===== src/rtl/conv_pkg.sv =====
// Shared constants and types for the 14x14 convolution stage and its neighbours.
package conv_pkg;

    localparam int IMG_DIM  = 14;
    localparam int NUM_PIX  = IMG_DIM * IMG_DIM;
    localparam int INT_SIZE = 8;
    localparam int IDX_W    = 21;

    typedef enum logic [1:0] {
        IDLE = 2'd0,
        RUN  = 2'd1,
        DONE = 2'd2
    } scan_state_t;

    // Stride between neighbouring pixels in any flattened pixel vector.
    localparam int PIX_SLICE = INT_SIZE;

    function automatic int pix_lsb(input int p);
        return p * PIX_SLICE;
    endfunction

endpackage


===== src/rtl/conv14_scan_ctrl_relu.sv =====
// Combinational signed clamp: negative values become zero when enabled.
module relu_clamp #(
    parameter int W       = conv_pkg::INT_SIZE,
    parameter bit RELU_EN = 1'b1
) (
    input  logic [W-1:0] din,
    output logic [W-1:0] dout
);

    generate
        if (RELU_EN) begin : g_clamp
            assign dout = din[W-1] ? '0 : din;
        end else begin : g_pass
            assign dout = din;
        end
    endgenerate

endmodule


===== src/rtl/conv14_scan_ctrl.sv =====
// Steps the convolution position index through a full image and collects
// each (optionally rectified) result into a flattened feature-map buffer.
module conv14_scan_ctrl #(
    parameter int IMG_DIM  = conv_pkg::IMG_DIM,
    parameter int INT_SIZE = conv_pkg::INT_SIZE,
    parameter int IDX_W    = conv_pkg::IDX_W,
    parameter bit RELU_EN  = 1'b1,
    localparam int NUM_PIX = IMG_DIM * IMG_DIM
) (
    input  logic                        clk,
    input  logic                        rst,
    input  logic                        start,
    output logic                        busy,
    output logic                        done,
    output logic                        fmap_valid,
    output logic [IDX_W-1:0]            dp_state,
    input  logic [INT_SIZE-1:0]         conv_out,
    output logic [NUM_PIX*INT_SIZE-1:0] fmap
);
    import conv_pkg::scan_state_t;
    import conv_pkg::IDLE;
    import conv_pkg::RUN;
    import conv_pkg::DONE;

    localparam int CNT_W = $clog2(NUM_PIX);

    scan_state_t          state_reg, state_next;
    logic [CNT_W-1:0]     pos_reg, pos_next;
    logic                 busy_reg, busy_next;
    logic                 done_reg, done_next;
    logic                 valid_reg, valid_next;
    logic                 wr_en;
    logic [INT_SIZE-1:0]  pix_in;

    relu_clamp #(
        .W       (INT_SIZE),
        .RELU_EN (RELU_EN)
    ) u_relu (
        .din  (conv_out),
        .dout (pix_in)
    );

    always_ff @(posedge clk or posedge rst) begin
        if (rst) begin
            state_reg <= IDLE;
            pos_reg   <= '0;
            busy_reg  <= 1'b0;
            done_reg  <= 1'b0;
            valid_reg <= 1'b0;
        end else begin
            state_reg <= state_next;
            pos_reg   <= pos_next;
            busy_reg  <= busy_next;
            done_reg  <= done_next;
            valid_reg <= valid_next;
        end
    end

    // Outputs are computed one cycle ahead so every port comes straight from a flop.
    always_comb begin
        state_next = state_reg;
        pos_next   = pos_reg;
        busy_next  = busy_reg;
        done_next  = 1'b0;
        valid_next = valid_reg;
        wr_en      = 1'b0;
        unique case (state_reg)
            IDLE: begin
                if (start) begin
                    state_next = RUN;
                    pos_next   = '0;
                    busy_next  = 1'b1;
                    valid_next = 1'b0;
                end
            end
            RUN: begin
                wr_en = 1'b1;
                if (pos_reg == CNT_W'(NUM_PIX - 1)) begin
                    state_next = DONE;
                    pos_next   = '0;
                    done_next  = 1'b1;
                end else begin
                    pos_next = pos_reg + CNT_W'(1);
                end
            end
            DONE: begin
                state_next = IDLE;
                busy_next  = 1'b0;
                valid_next = 1'b1;
            end
            default: begin
                state_next = IDLE;
                pos_next   = '0;
                busy_next  = 1'b0;
                valid_next = 1'b0;
            end
        endcase
    end

    // Every entry is visible at once on the fmap bus, so the buffer is flops, not RAM.
    genvar gi;
    generate
        for (gi = 0; gi < NUM_PIX; gi++) begin : g_pix
            logic [INT_SIZE-1:0] pix_reg;

            always_ff @(posedge clk or posedge rst) begin
                if (rst) begin
                    pix_reg <= '0;
                end else if (wr_en && (pos_reg == CNT_W'(gi))) begin
                    pix_reg <= pix_in;
                end
            end

            assign fmap[gi*INT_SIZE +: INT_SIZE] = pix_reg;
        end
    endgenerate

    assign dp_state   = IDX_W'(pos_reg);
    assign busy       = busy_reg;
    assign done       = done_reg;
    assign fmap_valid = valid_reg;

endmodule

===== config.mk =====
export PLATFORM = sky130hd
export DESIGN_NAME = conv14_scan_ctrl
export DESIGN_NICKNAME = d
export VERILOG_FILES = /design/src/rtl/conv_pkg.sv /design/src/rtl/conv14_scan_ctrl_relu.sv /design/src/rtl/conv14_scan_ctrl.sv
export SDC_FILE = /design/constraint.sdc
export NUM_CORES = 2
export LEC_CHECK = 0
export CELL_PAD_IN_SITES_DETAIL_PLACEMENT = 0
export CELL_PAD_IN_SITES_GLOBAL_PLACEMENT = 1
export CORE_AREA = 2 2 629 631
export CTS_BUF_LIST = sky130_fd_sc_hd__clkbuf_4 sky130_fd_sc_hd__clkbuf_8
export DETAILED_ROUTE_END_ITERATION = 7
export DIE_AREA = 0 0 631 633
export GPL_TIMING_DRIVEN = 0
export PLACE_DENSITY = 0.42
export SLEW_MARGIN = 20
export SYNTH_ARGS = -nofsm -noshare
export SYNTH_HDL_FRONTEND = slang
export SYNTH_SLANG_ARGS = --single-unit

===== constraint.sdc =====
create_clock -name clk -period 161.1 [get_ports clk]
set_clock_uncertainty 0.15 [all_clocks]
set_input_delay 48.33 -clock clk [delete_from_list [all_inputs] [get_ports clk]]
set_output_delay 48.33 -clock clk [all_outputs]
set_load 0.01 [all_outputs]

# --- Word-level counts from Yosys, hierarchy flattened ---
# Cells that the tools add are included.
totals:
  reg_bits: 1581
op_classes:
  reduce_logical: 201
  n_bitwise: 2
  n_eq_ne: 199
  addsub: 1
  muxes: 14
op_table:
  columns: ["op", "count"]
  rows:
  - ["$eq A8 B8 Y1 const B", 68]
  - ["$eq A8 B7 Y1 const B", 64]
  - ["$eq A8 B6 Y1 const B", 32]
  - ["$logic_and A1 B1 Y1", 196]
  - ["$eq A8 B5 Y1 const B", 16]
  - ["$eq A8 B4 Y1 const B", 8]
  - ["$eq A8 B3 Y1 const B", 4]
  - ["$pmux W8 S3", 1]
  - ["$eq A8 B2 Y1 const B", 2]
  - ["$mux W8", 2]
  - ["$add A8 B1 Y8 const B", 1]
  - ["$eq A8 B1 Y1 const B", 1]
  - ["$logic_not A8 Y1", 1]
  - ["$mux W7", 1]
  - ["$reduce_and A2 Y1", 3]
  - ["$mux W1", 5]
  - ["$mux W2", 2]
  - ["$ne A2 B2 Y1 const B", 2]
  - ["$pmux W2 S2", 1]
  - ["$pmux W1 S3", 1]
  - ["$eq A2 B1 Y1 const B", 1]
  - ["$eq A2 B2 Y1 const B", 1]
  - ["$logic_not A2 Y1", 1]
  - ["$not A1 Y1", 2]
  - ["$pmux W1 S2", 1]

# --- Longest topological paths before layout ---
depth:
  word_depth: 3
  ltp_mapped: 7
  mapped_depth_nobuf: 6

# --- By module ---
# From an unflattened synthesis, not the netlist that was laid out.
hier_totals:
  hier_cells: 3693
  area_unflattened_um2: 60579.4
modules_own_cells:
  columns: ["module", "seq_area_each_um2", "n_inst", "cells_per_inst", "area_per_inst_um2"]
  rows:
  - ["conv14_scan_ctrl", 39562.9, 1, 3684, 60524.3]
  - ["relu_clamp", 0.0, 1, 9, 55.1]

# --- Worst setup path after synthesis ---
# No wires, ideal clock.
synth_path:
  path_type: "input to register"
  startpoint: "input port conv_out[7]"
  endpoint: "register g_pix[160].pix_reg[2]"
  arrival_ns: 49.423
  path_buffers: 3
  setup_time_ns: 0.065
  path_slack_ns: 111.462
  stages: 5
  path_cell_list: "clkbuf_1 > nor2b_1 > clkbuf_1 > clkbuf_1 > mux2_2"
synth_via:
  elab_chain_len: 1
synth_lines:
  columns: ["item", "line_no", "text"]
  rows:
  - ["from (decl)", "conv14_scan_ctrl.sv:17", "input logic [INT_SIZE-1:0] conv_out,"]
  - ["$mux W7", "conv14_scan_ctrl_relu.sv:12", "assign dout = din[W-1] ? '0 : din;"]
  - ["to (signal assigned)", "conv14_scan_ctrl.sv:110", "pix_reg <= pix_in;"]
  - ["to (decl)", "conv14_scan_ctrl.sv:104", "logic [INT_SIZE-1:0] pix_reg;"]
# Every way passes these cells.
# A chain may end at the register's enable or synchronous reset.

==> results.yml <==
run_status:
  status: "completed"
die:
  die_w_um: 631
  die_area_um2: 399000
  fp-row-count: 230
  num_io_pins: 1603
  initial_core_util_pct: 13.8
  die_h_um: 633
  core_um2: 392000
setup_path:
  max_stage_delay_ps: 490
  rr_endpoint: "g_pix[81].pix_reg[4]"
  cp_max_fo: 93
  path_cells: "clkdlybuf4s50_1, inv_8, buf_16, buf_16, buf_16, buf_16, buf_16, buf_16, buf_16"
  cpMaxStageDelayCell: "clkdlybuf4s50_1"
  startpoint_type: "primary input"
  arrival_ps: 52370
  cp_data_required_time_ps: 162000
  path_common_cell: "buf_16"
  rrSetupSlack_ps: 157410
  r2r_cells: 7
  crit_type: "in2async"
  r2r_start: "pos_reg[1]"
  endpoint_kind: "async pin"
route:
  dr.first_iter.drc_count: 1493
  dr_total_vias: 37454
  dr.pass1.iters: 5
  wl_per_cell_um: 26.6
  drt-total-wl_um: 293000
  drt_drc_violations_left: 0
  vias_per_cell: 3.40
  postRouteAntennaNets: 0
pwr:
  clkPwrFrac_pct: 49.0
  p_int_uw: 612
  power.density_nw_per_um2: 10.0
  ir_worst_vdd_mv: 0.00501
  power_frac_seq_pct: 43.5
  leakagePower_uw: 0.0368
  swShare_pct: 26.1
  p_sw_uw: 216
  p_comb_share_pct: 7.5
synthesis:
  netlist_area_um2: 54200
  ys.flop_type: "dfrtp_1"
  ys_types: 42
  synth.top_cells.by_area: "dfrtp_1 64%, mux2_2 25%, buf_4 3.0%"
  async_flop_share_pct: 100
  syn-instance-count: 3643
  synth_largest_area_cell: "dfrtp_1"
  ys_ff_latch: 1385
  yosys-top-cells-count: "1385 x dfrtp_1, 1219 x mux2_2, 216 x buf_4"
  synth_warnings: 0
  synth_edf_count: 0
  yosys.cell_count.top_type: "dfrtp_1"
  ys_seq_area_share_pct: 64.0
  synth_top_area_share_pct: 64.0
  synth.avg_cell_area_um2: 14.9
clock_tree:
  cts_made_buffers: 291
  path_clk_slew_ps: 60
  clock_latency_ps: 960
  cts-resized-gates: 0
  cts_hold_buf: 0
  cts.sinks: 1385
  post-cts-setup-buffers: 0
  h-tree-depth: 5
  root_buffer: "clkbuf_8"
  cts_tree: "done"
  clockBufferDepth: 4
sta:
  worst_slew_pin_slew_ps: 1220
  fin_tns_setup_ps: 0
  final_max_slew_viol_count: 0
  min_period_ps: 51480
  relSlewSlack_pct: 18.7
  setup_viol: 0
  max_freq_ghz: 0.0194
  hold_viol_final: 0
  post-route-period-util_pct: 32.0
  rsz0062_at_grt: "false"
cells_and_area:
  largest_register_ffs: 1372
  final_util_pct: 21.1
  fin_nets: 5585
  fillCellCount: 42293
  drive_above_1_share_pct: 37.8
  seq_area_um2: 34700
  multi_input_area_um2: 17900
  area_growth_pct: 52.4
placed_design:
  port_buffers: 1393
  routabilityCongestion: 0.754
  dp_hpwl_um: 227000
min_path:
  min_from: "g_pix[144].pix_reg[1]"
  whs_path_depth: 2
  min_to: "g_pix[144].pix_reg[1]"
  hold_path.class: "reg2reg"
grt:
  grt_pass1_vias: 39521
  grt_use_total_pct: 14.1
  grt_pass1_wl_um: 383000
  grt.overflow.total: 0
  antenna_found_initial: 63
  grt_max_degree: 98
run:
  maxCapViolations: 0
## through the flow
| stage | hold slack, ps | cell area [µm²] | instances | worst slack [ps] | total power (µW) |
|---|---|---|---|---|---|
| global placement | 313 | 75400 | 10464 | 52860 | 430 |
| CTS | 332 | 82500 | 10988 | 109550 | 849 |
| finish | 326 | 82600 | 11015 | 109620 | 829 |
| detailed placement | 320 | 76400 | 10497 | 108440 | 431 |
| global route | 351 | 82500 | 10990 | 109130 | 868 |
| floorplan | 292 | 55000 | 3851 | 73570 | 392 |
## layout make-up
type,instances,share of cell area [%]
Antenna cell,27,0.0818
Buffer,419,3.00
Clock buffer,446,6.79
Clock inverter,45,0.638
Inverter,9,0.0500
Multi-Input combinational cell,2038,21.7
Sequential cell,1385,42.0
Tap cell,5220,7.91
Timing Repair Buffer,1426,17.9
## cell families after synthesis
group / Yosys count / share of synthesized area, %
AND/OR/NAND/NOR: 432 / 4.26
flip-flops: 1385 / 64.0
AO/OA/AOI/OAI: 160 / 1.51
multiplexers: 1233 / 25.6
buffers and inverters: 428 / 4.53
other: 1 / 0.00692
adder cells (fa/ha/maj): 4 / 0.0924
## worst max-delay path, delay by kind of cell
family	cells	cell delay, ps
buffers and inverters	9	3510
## routing by layer
metal | wire, µm | global-route usage [%] | vias to the layer above | part of all wire, %
li1 | - | - | 16123 | -
met1 | 114000 | 16.1 | 19552 | 39
met2 | 149000 | 25.3 | 1426 | 51
met3 | 22100 | 4.35 | 347 | 7.5
met4 | 7910 | 3.86 | 6 | 2.7
met5 | 44 | 0 | - | 0.015
## power by group through the flow
stage	Sequential, µW	Clock, µW	Combinational (µW)
global route	361	440	66.6
finish	361	406	61.9
CTS	361	424	64.3
detailed placement	367	0	64.2
global placement	368	0	61.5
floorplan	371	0	21.3
## worst max-delay path by stage
| stage | slack (ps) | start | end |
|---|---|---|---|
| finish | 109620 | rst | g_pix[92].pix_reg[3] |
| global placement | 52860 | rst | g_pix[87].pix_reg[1] |
| CTS | 109550 | rst | g_pix[94].pix_reg[6] |
| global route | 109130 | rst | g_pix[92].pix_reg[2] |
| detailed placement | 108440 | rst | g_pix[100].pix_reg[3] |
| floorplan | 73570 | rst | busy |
## cells in the final DEF, fill, tap and decap left out, drive strengths merged, types with 5 or more instances in the layout
| cell | count |
|---|---|
| a21oi | 5 |
| and2 | 5 |
| and3 | 9 |
| buf | 286 |
| bufinv | 6 |
| clkbuf | 612 |
| clkdlybuf4s50 | 1393 |
| clkinv | 20 |
| clkinvlp | 6 |
| conb | 209 |
| dfrtp | 1385 |
| diode | 27 |
| inv | 22 |
| mux2 | 1232 |
| nand2 | 220 |
| nand2b | 13 |
| nand3 | 22 |
| nand4 | 16 |
| nor2 | 122 |
| nor2b | 13 |
| nor3 | 5 |
| o21ai | 148 |
No activity file was read; power rests on OpenSTA's default activity.
